===== src/rtl/report_tx_arbiter.sv =====
// Round-robin arbiter between two report sources. It forwards the granted frame beat by beat.
// Malformed, stalled or oversize frames are closed with a synthetic discard tail.
module report_tx_arbiter #(
  parameter int unsigned TIMEOUT   = 64,
  parameter int unsigned MAX_BEATS = 128
) (
  input  logic         clk,
  input  logic         rst_n,
  input  logic         i_req0,
  output logic         o_ack0,
  input  logic [133:0] iv_data0,
  input  logic         i_req1,
  output logic         o_ack1,
  input  logic [133:0] iv_data1,
  output logic [133:0] ov_data,
  output logic         o_data_wr,
  output logic         o_data_valid,
  output logic         o_data_valid_wr,
  output logic [15:0]  ov_drop_cnt
);

  typedef enum logic [2:0] {
    S_IDLE,
    S_GRANT,
    S_WAIT_HEAD,
    S_XFER,
    S_ABORT
  } state_t;

  localparam logic [1:0]   TAG_NONE    = 2'b00;
  localparam logic [1:0]   TAG_HEAD    = 2'b01;
  localparam logic [1:0]   TAG_TAIL    = 2'b10;
  localparam logic [6:0]   TIMEOUT_C   = 7'(TIMEOUT);
  localparam logic [7:0]   MAX_BEATS_C = 8'(MAX_BEATS);
  localparam logic [133:0] ABORT_TAIL  = {2'b10, 4'hF, 128'h0};

  state_t         state_q, state_d;
  logic           port_q, port_d;
  logic           rr_q, rr_d;
  logic [6:0]     idle_cnt_q, idle_cnt_d;
  logic [7:0]     beat_cnt_q, beat_cnt_d;
  logic [133:0]   data_q, data_d;
  logic           wr_q, wr_d;
  logic           valid_q, valid_d;
  logic           valid_wr_q, valid_wr_d;
  logic [15:0]    drop_cnt_q, drop_cnt_d;

  logic [133:0]   beat_in;
  logic [1:0]     tag;
  logic [6:0]     idle_inc;
  logic           abort;
  logic           pick;

  assign beat_in  = port_q ? iv_data1 : iv_data0;
  assign tag      = beat_in[133:132];
  assign idle_inc = idle_cnt_q + 7'd1;

  always_comb begin
    state_d    = state_q;
    port_d     = port_q;
    rr_d       = rr_q;
    idle_cnt_d = idle_cnt_q;
    beat_cnt_d = beat_cnt_q;
    data_d     = data_q;
    wr_d       = 1'b0;
    valid_d    = 1'b0;
    valid_wr_d = 1'b0;
    drop_cnt_d = drop_cnt_q;
    abort      = 1'b0;
    pick       = 1'b0;

    unique case (state_q)
      S_IDLE: begin
        if (i_req0 || i_req1) begin
          // rr_q names the port that wins a tie: the one not granted last time
          pick       = (i_req0 && i_req1) ? rr_q : i_req1;
          port_d     = pick;
          rr_d       = ~pick;
          idle_cnt_d = '0;
          beat_cnt_d = '0;
          state_d    = S_GRANT;
        end
      end
      S_GRANT: state_d = S_WAIT_HEAD;
      S_WAIT_HEAD: begin
        case (tag)
          TAG_HEAD: begin
            data_d     = beat_in;
            wr_d       = 1'b1;
            beat_cnt_d = 8'd1;
            idle_cnt_d = '0;
            state_d    = S_XFER;
          end
          TAG_NONE: begin
            idle_cnt_d = idle_inc;
            abort      = (idle_inc == TIMEOUT_C);
          end
          default: abort = 1'b1;
        endcase
      end
      S_XFER: begin
        if (tag == TAG_NONE) begin
          idle_cnt_d = idle_inc;
          abort      = (idle_inc == TIMEOUT_C);
        end else if (tag == TAG_HEAD || beat_cnt_q == MAX_BEATS_C) begin
          abort = 1'b1;
        end else begin
          data_d     = beat_in;
          wr_d       = 1'b1;
          beat_cnt_d = beat_cnt_q + 8'd1;
          idle_cnt_d = '0;
          if (tag == TAG_TAIL) begin
            valid_d    = 1'b1;
            valid_wr_d = 1'b1;
            state_d    = S_IDLE;
          end
        end
      end
      S_ABORT: state_d = S_IDLE;
      default: state_d = S_IDLE;
    endcase

    // The synthetic tail is registered on entry so it is on the outputs during ABORT
    if (abort) begin
      state_d    = S_ABORT;
      data_d     = ABORT_TAIL;
      wr_d       = 1'b1;
      valid_d    = 1'b0;
      valid_wr_d = 1'b1;
      if (drop_cnt_q != 16'hFFFF) begin
        drop_cnt_d = drop_cnt_q + 16'd1;
      end
    end
  end

  always_ff @(posedge clk or negedge rst_n) begin
    if (!rst_n) begin
      state_q    <= S_IDLE;
      port_q     <= 1'b0;
      rr_q       <= 1'b0;
      idle_cnt_q <= '0;
      beat_cnt_q <= '0;
      data_q     <= '0;
      wr_q       <= 1'b0;
      valid_q    <= 1'b0;
      valid_wr_q <= 1'b0;
      drop_cnt_q <= '0;
    end else begin
      state_q    <= state_d;
      port_q     <= port_d;
      rr_q       <= rr_d;
      idle_cnt_q <= idle_cnt_d;
      beat_cnt_q <= beat_cnt_d;
      data_q     <= data_d;
      wr_q       <= wr_d;
      valid_q    <= valid_d;
      valid_wr_q <= valid_wr_d;
      drop_cnt_q <= drop_cnt_d;
    end
  end

  assign o_ack0          = (state_q == S_GRANT) && !port_q;
  assign o_ack1          = (state_q == S_GRANT) && port_q;
  assign ov_data         = data_q;
  assign o_data_wr       = wr_q;
  assign o_data_valid    = valid_q;
  assign o_data_valid_wr = valid_wr_q;
  assign ov_drop_cnt     = drop_cnt_q;

endmodule


===== config.mk =====
export PLATFORM = sky130hd
export DESIGN_NAME = report_tx_arbiter
export DESIGN_NICKNAME = d
export VERILOG_FILES = /design/src/rtl/report_tx_arbiter.sv
export SDC_FILE = /design/constraint.sdc
export NUM_CORES = 1
export LEC_CHECK = 0
export ABC_AREA = 1
export CORE_AREA = 2 2 164 166
export DETAILED_ROUTE_END_ITERATION = 8
export DIE_AREA = 0 0 166 168
export PLACE_DENSITY = 0.73
export SLEW_MARGIN = 20
export SYNTH_ARGS = -nofsm -noshare
export SYNTH_HDL_FRONTEND = slang
export SYNTH_SLANG_ARGS = --single-unit

===== constraint.sdc =====
create_clock -name clk -period 1.7 [get_ports clk]
set_input_delay 0.255 -clock clk [delete_from_list [all_inputs] [get_ports clk]]
set_output_delay 0.255 -clock clk [all_outputs]
set_load 0.05 [all_outputs]

### Word level (Yosys, flattened, before mapping)

Index checks and enable logic that the tools add are counted.

| operators by class | value |
|---|---|
| add/sub/neg operators | 3 |
| bitwise logic cells | 1 |
| mux-type cells | 39 |
| reductions and logical operators | 16 |
| equal/unequal tests | 19 |

Operators with widths:

| cell | count |
|---|---|
| 134-bit 2-to-1 mux | 5 |
| 134-bit case mux with 2 select lines | 1 |
| 8-bit 2-to-1 mux | 4 |
| 8-bit case mux with 3 select lines | 1 |
| 7-bit 2-to-1 mux | 3 |
| 3-bit != test (second input constant) | 7 |
| 7-bit case mux with 3 select lines | 1 |
| 3-bit 2-to-1 mux | 6 |
| 16-bit by 1-bit adder with 16-bit output (second input constant) | 1 |
| 16-bit != test (second input constant) | 1 |
| 7-bit case mux with 2 select lines | 1 |
| 1-bit 2-to-1 mux | 13 |
| 3-bit case mux with 4 select lines | 1 |
| 5-bit AND reduction | 2 |
| 8-bit by 1-bit adder with 8-bit output (second input constant) | 1 |
| 8-bit == test (second input constant) | 1 |
| 2-bit != test (second input constant) | 4 |
| 4-bit AND reduction | 2 |
| 7-bit by 1-bit adder with 7-bit output (second input constant) | 1 |
| 7-bit == test (second input constant) | 1 |
| 3-bit by 2-bit == test with 1-bit output (second input constant) | 2 |
| 1-bit case mux with 2 select lines | 3 |
| 3-bit nonzero test | 2 |
| 2-bit AND reduction | 2 |
| other kinds (9) | 12 |

| storage, ports and cells | value |
|---|---|
| bits of input ports | 272 |
| output and inout bits | 155 |
| register bits | 173 |
| logic and storage cells | 88 |

### Depth between registers and ports, before layout

Gate-level depths: netlist (run 1).

| depth | value |
|---|---|
| depth in word-level cells | 8 |
| depth in mapped cells | 14 |
| gate-level depth less buffers | 13 |

### Least setup slack after synthesis (run 1)

Ideal clock, no wire load.

| path | value |
|---|---|
| kind | register -> register |
| from | reg drop_cnt_q[0] (netlist: ov_drop_cnt[0]) |
| to | reg drop_cnt_q[14] (netlist: ov_drop_cnt[14]) |
| data arrival time | 2,025 ps |
| setup time | 76 ps |
| path buffers | 2 |
| path slack | -402 ps |
| period minus slack after synthesis | 2,102 ps |
| stages on the path, launching flop included | 11 |
| required time | 1,624 ps |
| cells stage by stage | dfrtp_1 ha_1 nand3_1 nor2_2 nand4_1 nand2b_1 nand3_2 buf_6 buf_6 nand2_1 o21ai_1 |

| between the ends | value |
|---|---|
| cells in the longest elaborated chain, start to end | 2 |
| elaborated cells between the ends (all ways) | 3 |
| classes of those cells | add/sub: 1; eq/ne: 1; reduce/logical: 1 |

RTL lines:

| element | line | text |
|---|---|---|
| start: declaration | 46 | `logic [15:0] drop_cnt_q, drop_cnt_d;` |
| start signal: assignment | 158 | `drop_cnt_q <= drop_cnt_d;` |
| parallel branches: the longest is 2 deep, another holds 16-bit by 1-bit adder with 16-bit output | n/a |  |

Parallel ways; which one is timed is not known.
A chain may end at the register's enable or synchronous reset.

### Worst setup path after layout (run 1)

| path | value |
|---|---|
| from | reg port_q |
| to | reg data_q[80] (netlist: ov_data[80]) |

| between the ends | value |
|---|---|
| cells in the longest elaborated chain, start to end | 8 |
| elaborated cells between the ends (all ways) | 18 |
| classes of those cells | eq/ne: 4; mux: 10; reduce/logical: 4 |

RTL lines:

| element | line | text |
|---|---|---|
| start: declaration | 38 | `logic port_q, port_d;` |
| start signal: assignment | 150 | `port_q <= port_d;` |
| 134-bit 2-to-1 mux (*) | 54 | `assign beat_in = port_q ? iv_data1 : iv_data0;` |
| 2-bit by 1-bit == test with 1-bit output | 86, 105 |  |
| 1-bit logical OR | 105 | `end else if (tag == TAG_HEAD \|\| beat_cnt_q == MAX_BEATS_C) begin` |
| 1-bit 2-to-1 mux | 105 |  |
| 1-bit 2-to-1 mux | 102 | `if (tag == TAG_NONE) begin` |
| 1-bit case mux with 2 select lines | 72 | `unique case (state_q)` |
| 3-bit != test (no line) or 3-bit nonzero test (tied branches) | n/a |  |
| 4-bit AND reduction (no line) | n/a |  |
| end signal: assignment | 154 | `data_q <= data_d;` |
| end: declaration | 42 | `logic [133:0] data_q, data_d;` |

Every way passes the cells marked *; elsewhere a longest branch is shown, timed or not. The select of a mux whose other input is x is not followed.

==> results_dict.tcl, run 1 <==
set metrics [dict create \
    cts_buffer_depth 2 \
    finalCritPeriodShare_pct 115.6 \
    grt_pass1_vias 10270 \
    cts_root_buffer "clkbuf_16" \
    dp_hpwl_um 24520 \
    relSlewSlack_pct 53.40 \
    clock_sinks 173 \
    drtIter0Drc 700 \
    yosysWarnings 0 \
    status "finished with violations" \
    cellLeakagePower_nw 8.387 \
    finalPower_w 0.03426 \
    wl_per_cell_um 17.87 \
    dieHeight_um 168 \
    gp_congestion 0.8498 \
    synth_cells 1313 \
    port_buffers 426 \
    hold_path_class "input port to async pin" \
    dpl_worst_slack_ns -0.3743 \
    cp-start-kind "flip-flop" \
    start_util_pct 35.19 \
    clkTransAtPathRegs_ns 0.07 \
    tritoncts "done" \
    ys_seq_elements 173 \
    worst-setup-path-type "flip-flop to flip-flop" \
    fin_nets 2086 \
    drc 0 \
    coreArea_um2 26350 \
    drv_cap 0 \
    ant_nets 0 \
    antenna_found_initial 0 \
    avgSynthCellArea_um2 7.061 \
    slowest_delay_ns 0.54 \
    r2r-start "port_q$_DFFE_PN0P_" \
    fin_crit_ns 1.965 \
    synth_cell_types 34 \
    path_buf_inv 5 \
    clk_latency_ns 0.43 \
    hold_violations 0 \
    max_clock_freq_mhz 509.0 \
    wirelength_um 38640 \
    cpMaxStageDelayCell "dfrtp_4" \
    via_per_inst 4.944 \
    setup_violations 167 \
    cp.required_ns 2.06 \
    r2r_setup_slack_ns -0.26 \
    yosys-top-cells-area "dfrtp_1 (47%), nand2_1 (30%), nand3_1 (8.4%), inv_1 (2.1%), o21ai_0 (1.3%)" \
    ioPinCount 427 \
    seq_area_frac_synth_pct 46.69 \
    gr-usage-all-layers_pct 25.23 \
    arrival_ns 2.33 \
    fin_ws_ns -0.2646 \
    cp-startpoint "port_q$_DFFE_PN0P_" \
    syn-num-nets 1590 \
    drive_gt1_share_pct 27.72 \
    async_reset_ff_share_pct 100.0 \
    overflow 0 \
    synth-edff-count 0 \
    area.growth.synth_to_final_pct 77.17 \
    critical-path-top-delay-family "buffers and inverters" \
    grt_start_max_net_pins 68 \
    synth_top_area_share_pct 46.69 \
    rsz0062_at_grt "yes" \
    cp_max_fo 7 \
    rows 60 \
    fin_skew_ns 0.01313 \
    r2r_end "ov_data[80]$_DFFE_PN0P_" \
    first_pass_iters 7 \
    powerDensity_nw_per_um2 2086 \
    die_area_um2 27890 \
    numCtsBuffers 17 \
    tightest_slew_ns 0.6990 \
    synth_ff_type "dfrtp_1" \
    slew_viol_final 0 \
    n_antenna_cell 0 \
    crit_top_cell "nand2_4" \
    htreeDepth 4 \
    crit_chain "inv_6, nand2_4, o21ai_4, o21ai_2, nand2_2, nand2_4, buf_8, nor2_4, buf_6, buf_12, clkbuf_16, nand3_2, nand2_1" \
    synth.cell_area_um2 9271 \
    ir_worst_vdd_mv 1.608 \
    die_x_um 166 \
    violations "setup timing" \
    synth_top_area_cell "dfrtp_1" \
    ff2ff_path_depth 13 \
    grt_first_pass_wirelength_um 55930 \
    end_kind "flip-flop" \
    vias 10690 \
]
[cells in the final DEF (no fill, tap or decap), drive strengths merged, types with 3 or more instances in the layout]
master         instances
nor3                   3
dfrtp                173
clkbuf                29
buf                  267
nor2                  29
xor2                   9
ha                     5
nand3                158
nand4                  6
o31ai                  3
mux2i                  4
o21ai                 35
clkdlybuf4s50        270
inv                   67
nand2                740
xnor2                  8
[final cells by class]
type / count / area, µm²
Clock buffer: 18 / 439.2
Multi-Input combinational cell: 1008 / 5060
Inverter: 58 / 235.2
Tap cell: 341 / 426.7
Sequential cell: 173 / 4345
Fill cell: 2212 / 9925
Clock inverter: 14 / 147.6
Timing Repair Buffer: 551 / 5772
[stage by stage]
step / instance area (µm²) / TNS [ns] / instances / utilization (%) / hold WS (ns)
after floorplan: 9398 / -0.8053 / 1313 / - / -0.04059
after global placement: 13970 / -44.13 / 2072 / 53.02 / 0.2233
after detailed placement: 13970 / -48.54 / 2072 / 53.02 / 0.2281
after CTS: 15700 / -29.72 / 2149 / 59.59 / 0.3229
after global routing: 16430 / -48.30 / 2163 / 62.34 / 0.3603
final: 16430 / -32.23 / 2163 / 62.34 / 0.3268
[cells in the mapped netlist (2+ instances only)]
| master | instances |
|---|---|
| o21ai_1 | 8 |
| xnor2_1 | 8 |
| inv_1 | 53 |
| clkbuf_1 | 28 |
| buf_2 | 23 |
| nand3_2 | 2 |
| nor3_1 | 3 |
| nand2_2 | 4 |
| nand2_1 | 733 |
| inv_2 | 5 |
| nor2_4 | 3 |
| or2_2 | 2 |
| dfrtp_1 | 173 |
| nand4_1 | 6 |
| o21ai_0 | 25 |
| ha_1 | 5 |
| nand3_1 | 156 |
| buf_6 | 9 |
| mux2i_1 | 4 |
| xor2_1 | 9 |
| nand2_4 | 2 |
| o31ai_1 | 3 |
| o21ai_2 | 2 |
| buf_4 | 13 |
| nor2_1 | 25 |
[state kept, by name (all words and copies together) (netlist names), 3 cells and up]
name	flops
ov_data	134
ov_drop_cnt	16
beat_cnt_q	8
idle_cnt_q	7
state_q	3
[where the power goes]
group          internal, W  leakage [nW]  switching [W]
Clock              0.00213         0.286        0.00189
Combinational      0.00908          5.87         0.0144
Sequential         0.00566          2.23        0.00109
[logic make-up after synthesis]
group / share of synthesized area (%)
AOI/OAI and AO/OA: 2.510
buffers and inverters: 6.963
and+or+nand+nor: 41.12
DFF: 46.69
xor gates and xnor gates: 1.606
adders and majority gates: 0.6748
muxes: 0.4319
[what timing repair did]
item,CTS,global route
pin swaps,17,59
setup buffers,27,7
resized for setup,107,149
setup endpoints to repair,164,171
cloned,17,15
hold buffers,1,0
hold endpoints to repair,33,0
[routing by layer]
layer / global-route usage, % / vias up / share of wire [%]
met4: 8.015 / 0 / 3.1
met1: 30.99 / 5084 / 40
met2: 44.07 / 453 / 50
met5: 0 / - / 0
met3: 5.806 / 71 / 7.0
li1: - / 5086 / -
[worst max-delay path by stage]
stage / end / slack [ns] / cells after the start
final: ov_data[80]$_DFFE_PN0P_ / -0.26 / 13
after global routing: ov_data[127]$_DFFE_PN0P_ / -0.35 / 13
after CTS: ov_data[46]$_DFFE_PN0P_ / -0.24 / 12
after detailed placement: ov_data[124]$_DFFE_PN0P_ / -0.37 / 9
after global placement: ov_data[124]$_DFFE_PN0P_ / -0.36 / 9
after floorplan: ov_drop_cnt[14]$_DFFE_PN0P_ / -0.08 / 10
Power figures use the tool's default switching activity.
==> inputs of run 2 (changes only) <==
Settings changed: CELL_PAD_IN_SITES_DETAIL_PLACEMENT set to 0, CELL_PAD_IN_SITES_GLOBAL_PLACEMENT set to 1, CORE_AREA 2 2 164 166 to unset, CORE_MARGIN set to 1, CORE_UTILIZATION set to 26, CTS_CLUSTER_DIAMETER set to 150, DIE_AREA 0 0 166 168 to unset, PLACE_DENSITY 0.73 to unset, PLACE_DENSITY_LB_ADDON set to 0.1, SKIP_CTS_REPAIR_TIMING set to 1.
==> results_dict.tcl, run 2 (same netlist as run 1, synthesis figures left out) <==
set metrics [dict create \
    status "finished with violations" \
    violations "setup timing" \
    rsz0062_at_grt "yes" \
    ioPinCount 427 \
    port_buffers 426 \
    final_util_pct 46.42 \
    p_switching_w 0.01666 \
    fin_area_um2 16150 \
    clk_latency_ns 0.45 \
    largest_reg_flops 134 \
    ir_worst_vdd_mv 0.8357 \
    worst-setup-path-type "flip-flop to flip-flop" \
    cts_root_buffer "clkbuf_16" \
    cp_max_fo 12 \
    gp_congestion 0.8085 \
    die_x_um 190.8 \
    grt_start_max_net_pins 75 \
    max_clock_freq_mhz 516.3 \
    seq_power_share_pct 20.5 \
    n_antenna_cell 0 \
    arrival_ns 2.32 \
    pwr-share-clk_pct 11.9 \
    place_area_um2 14270 \
    cellLeakagePower_nw 8.136 \
    drive_gt1_share_pct 26.74 \
    instances_no_fill 2254 \
    fin_nets 2063 \
    mostFrequentLayoutCells "nand2_1 (680), clkdlybuf4s50_1 (270), buf_4 (199)" \
    start_util_pct 26.64 \
    vias 10040 \
    fin_skew_ns 0.01653 \
    cp.required_ns 2.08 \
    relSlewSlack_pct 59.21 \
    powerDensity_nw_per_um2 2005 \
    htreeDepth 4 \
    fin_crit_ns 1.937 \
    hold_path_class "input port to async pin" \
    finalCritPeriodShare_pct 113.9 \
    gr-usage-all-layers_pct 19.13 \
    ff2ff_path_depth 12 \
    cts_buffer_depth 2 \
    rows 68 \
    area.growth.synth_to_final_pct 74.21 \
    final_common_cell "nand2_1" \
    netSwitchingFraction_pct 51.43 \
    wirelength_um 38040 \
    hold_violations 0 \
    drc 0 \
    coreArea_um2 34800 \
    grt_first_pass_wirelength_um 53390 \
    clkTransAtPathRegs_ns 0.07 \
    finalSetupTns_ns -26.91 \
    tritoncts "done" \
    end_kind "flip-flop" \
    die_area_um2 36420 \
    fin_ws_ns -0.2368 \
    drtIter0Drc 337 \
    setup_violations 156 \
    first_pass_iters 4 \
    dp_hpwl_um 26530 \
    ant_nets 0 \
    power.share.combinational_pct 67.6 \
    cp-start-kind "flip-flop" \
    dp_cells 2195 \
    slew_viol_final 0 \
    overflow 0 \
    dieHeight_um 190.8 \
    tightest_slew_ns 0.6118 \
    drv_cap 0 \
    grt_pass1_vias 9431 \
    intPower_w 0.01573 \
    via_per_inst 4.456 \
    numCtsBuffers 17 \
    clock_sinks 173 \
    antenna_found_initial 2 \
    wl_per_cell_um 16.88 \
    dpl_worst_slack_ns -0.3238 \
    fill_cells 3512 \
]
[run 2: cell types whose count changed in the layout (fill, tap and decap cells not counted), moves of 5 or more]
| cell | previous run | this run |
|---|---|---|
| nand2_1 | 656 | 680 |
| buf_16 | 13 | 4 |
| nand3_2 | 54 | 83 |
| nand2_4 | 17 | 9 |
| nand3_1 | 99 | 69 |
| o21ai_2 | 8 | 3 |
| nand2_2 | 66 | 48 |
| buf_4 | 209 | 199 |
| o21ai_0 | 9 | 18 |
[run 2: final timing paths]
check | to | slack [ns] | start
max | ov_data[17]$_DFFE_PN0P_ | -0.24 | port_q$_DFFE_PN0P_
min | ov_data[7]$_DFFE_PN0P_ | 0.30 | rst_n
max reg2reg | ov_data[17]$_DFFE_PN0P_ | -0.24 | port_q$_DFFE_PN0P_
min reg2reg | ov_data[116]$_DFFE_PN0P_ | 0.48 | ov_data[116]$_DFFE_PN0P_
max in group asynchronous | ov_drop_cnt[8]$_DFFE_PN0P_ | 0.81 | rst_n
min in group clk | ov_data[71]$_DFFE_PN0P_ | 0.46 | iv_data0[71]
[run 2: worst max-delay path, cell delays in order (launching register included)]
cell     delay, ns
dfrtp_4       0.53
inv_6         0.10
nand2_4       0.05
o21ai_4       0.06
o21ai_2       0.09
nand2_2       0.09
nand2_4       0.09
buf_6         0.13
nor2_4        0.20
buf_12        0.21
buf_16        0.16
nand3_1       0.10
nand2_1       0.07
[run 2: power groups by stage]
stage	Clock (W)	Combinational (W)	Sequential (W)
floorplan	0	0.00720	0.0111
global placement	0	0.0186	0.00659
detailed placement	0	0.0187	0.00661
CTS	0.00398	0.0187	0.00657
global route	0.00415	0.0235	0.00683
finish	0.00385	0.0219	0.00663
[run 2: cell type report]
class	count	area [µm²]	area share (%)
tap	455	569.3	3.525
inverter	58	227.7	1.410
clock buffer	20	456.7	2.827
sequential	173	4344	26.90
clock inverter	12	102.6	0.6352
multi-input combinational	1007	5099	31.57
timing repair buffer	529	5353	33.14
[run 2: metal layers]
layer  vias to the layer above  part of all wire [%]  wire, µm  GRT usage [%]
li1                       5032                     -         -              -
met1                      4663                    43     16180          23.98
met2                       313                    48     18200          31.45
met3                        31                   8.2      3135          6.220
met4                         4                   1.3       499          4.892
met5                         -                 0.071        27              0
[run 2: through the flow]
step / hold WS (ns) / total power, W
2_1_floorplan: -0.04059 / 0.01828
3_3_place_gp: 0.2085 / 0.02518
3_5_place_dp: 0.2050 / 0.02526
4_1_cts: -0.2732 / 0.02922
5_1_grt: 0.3213 / 0.03449
6_report: 0.3042 / 0.03239
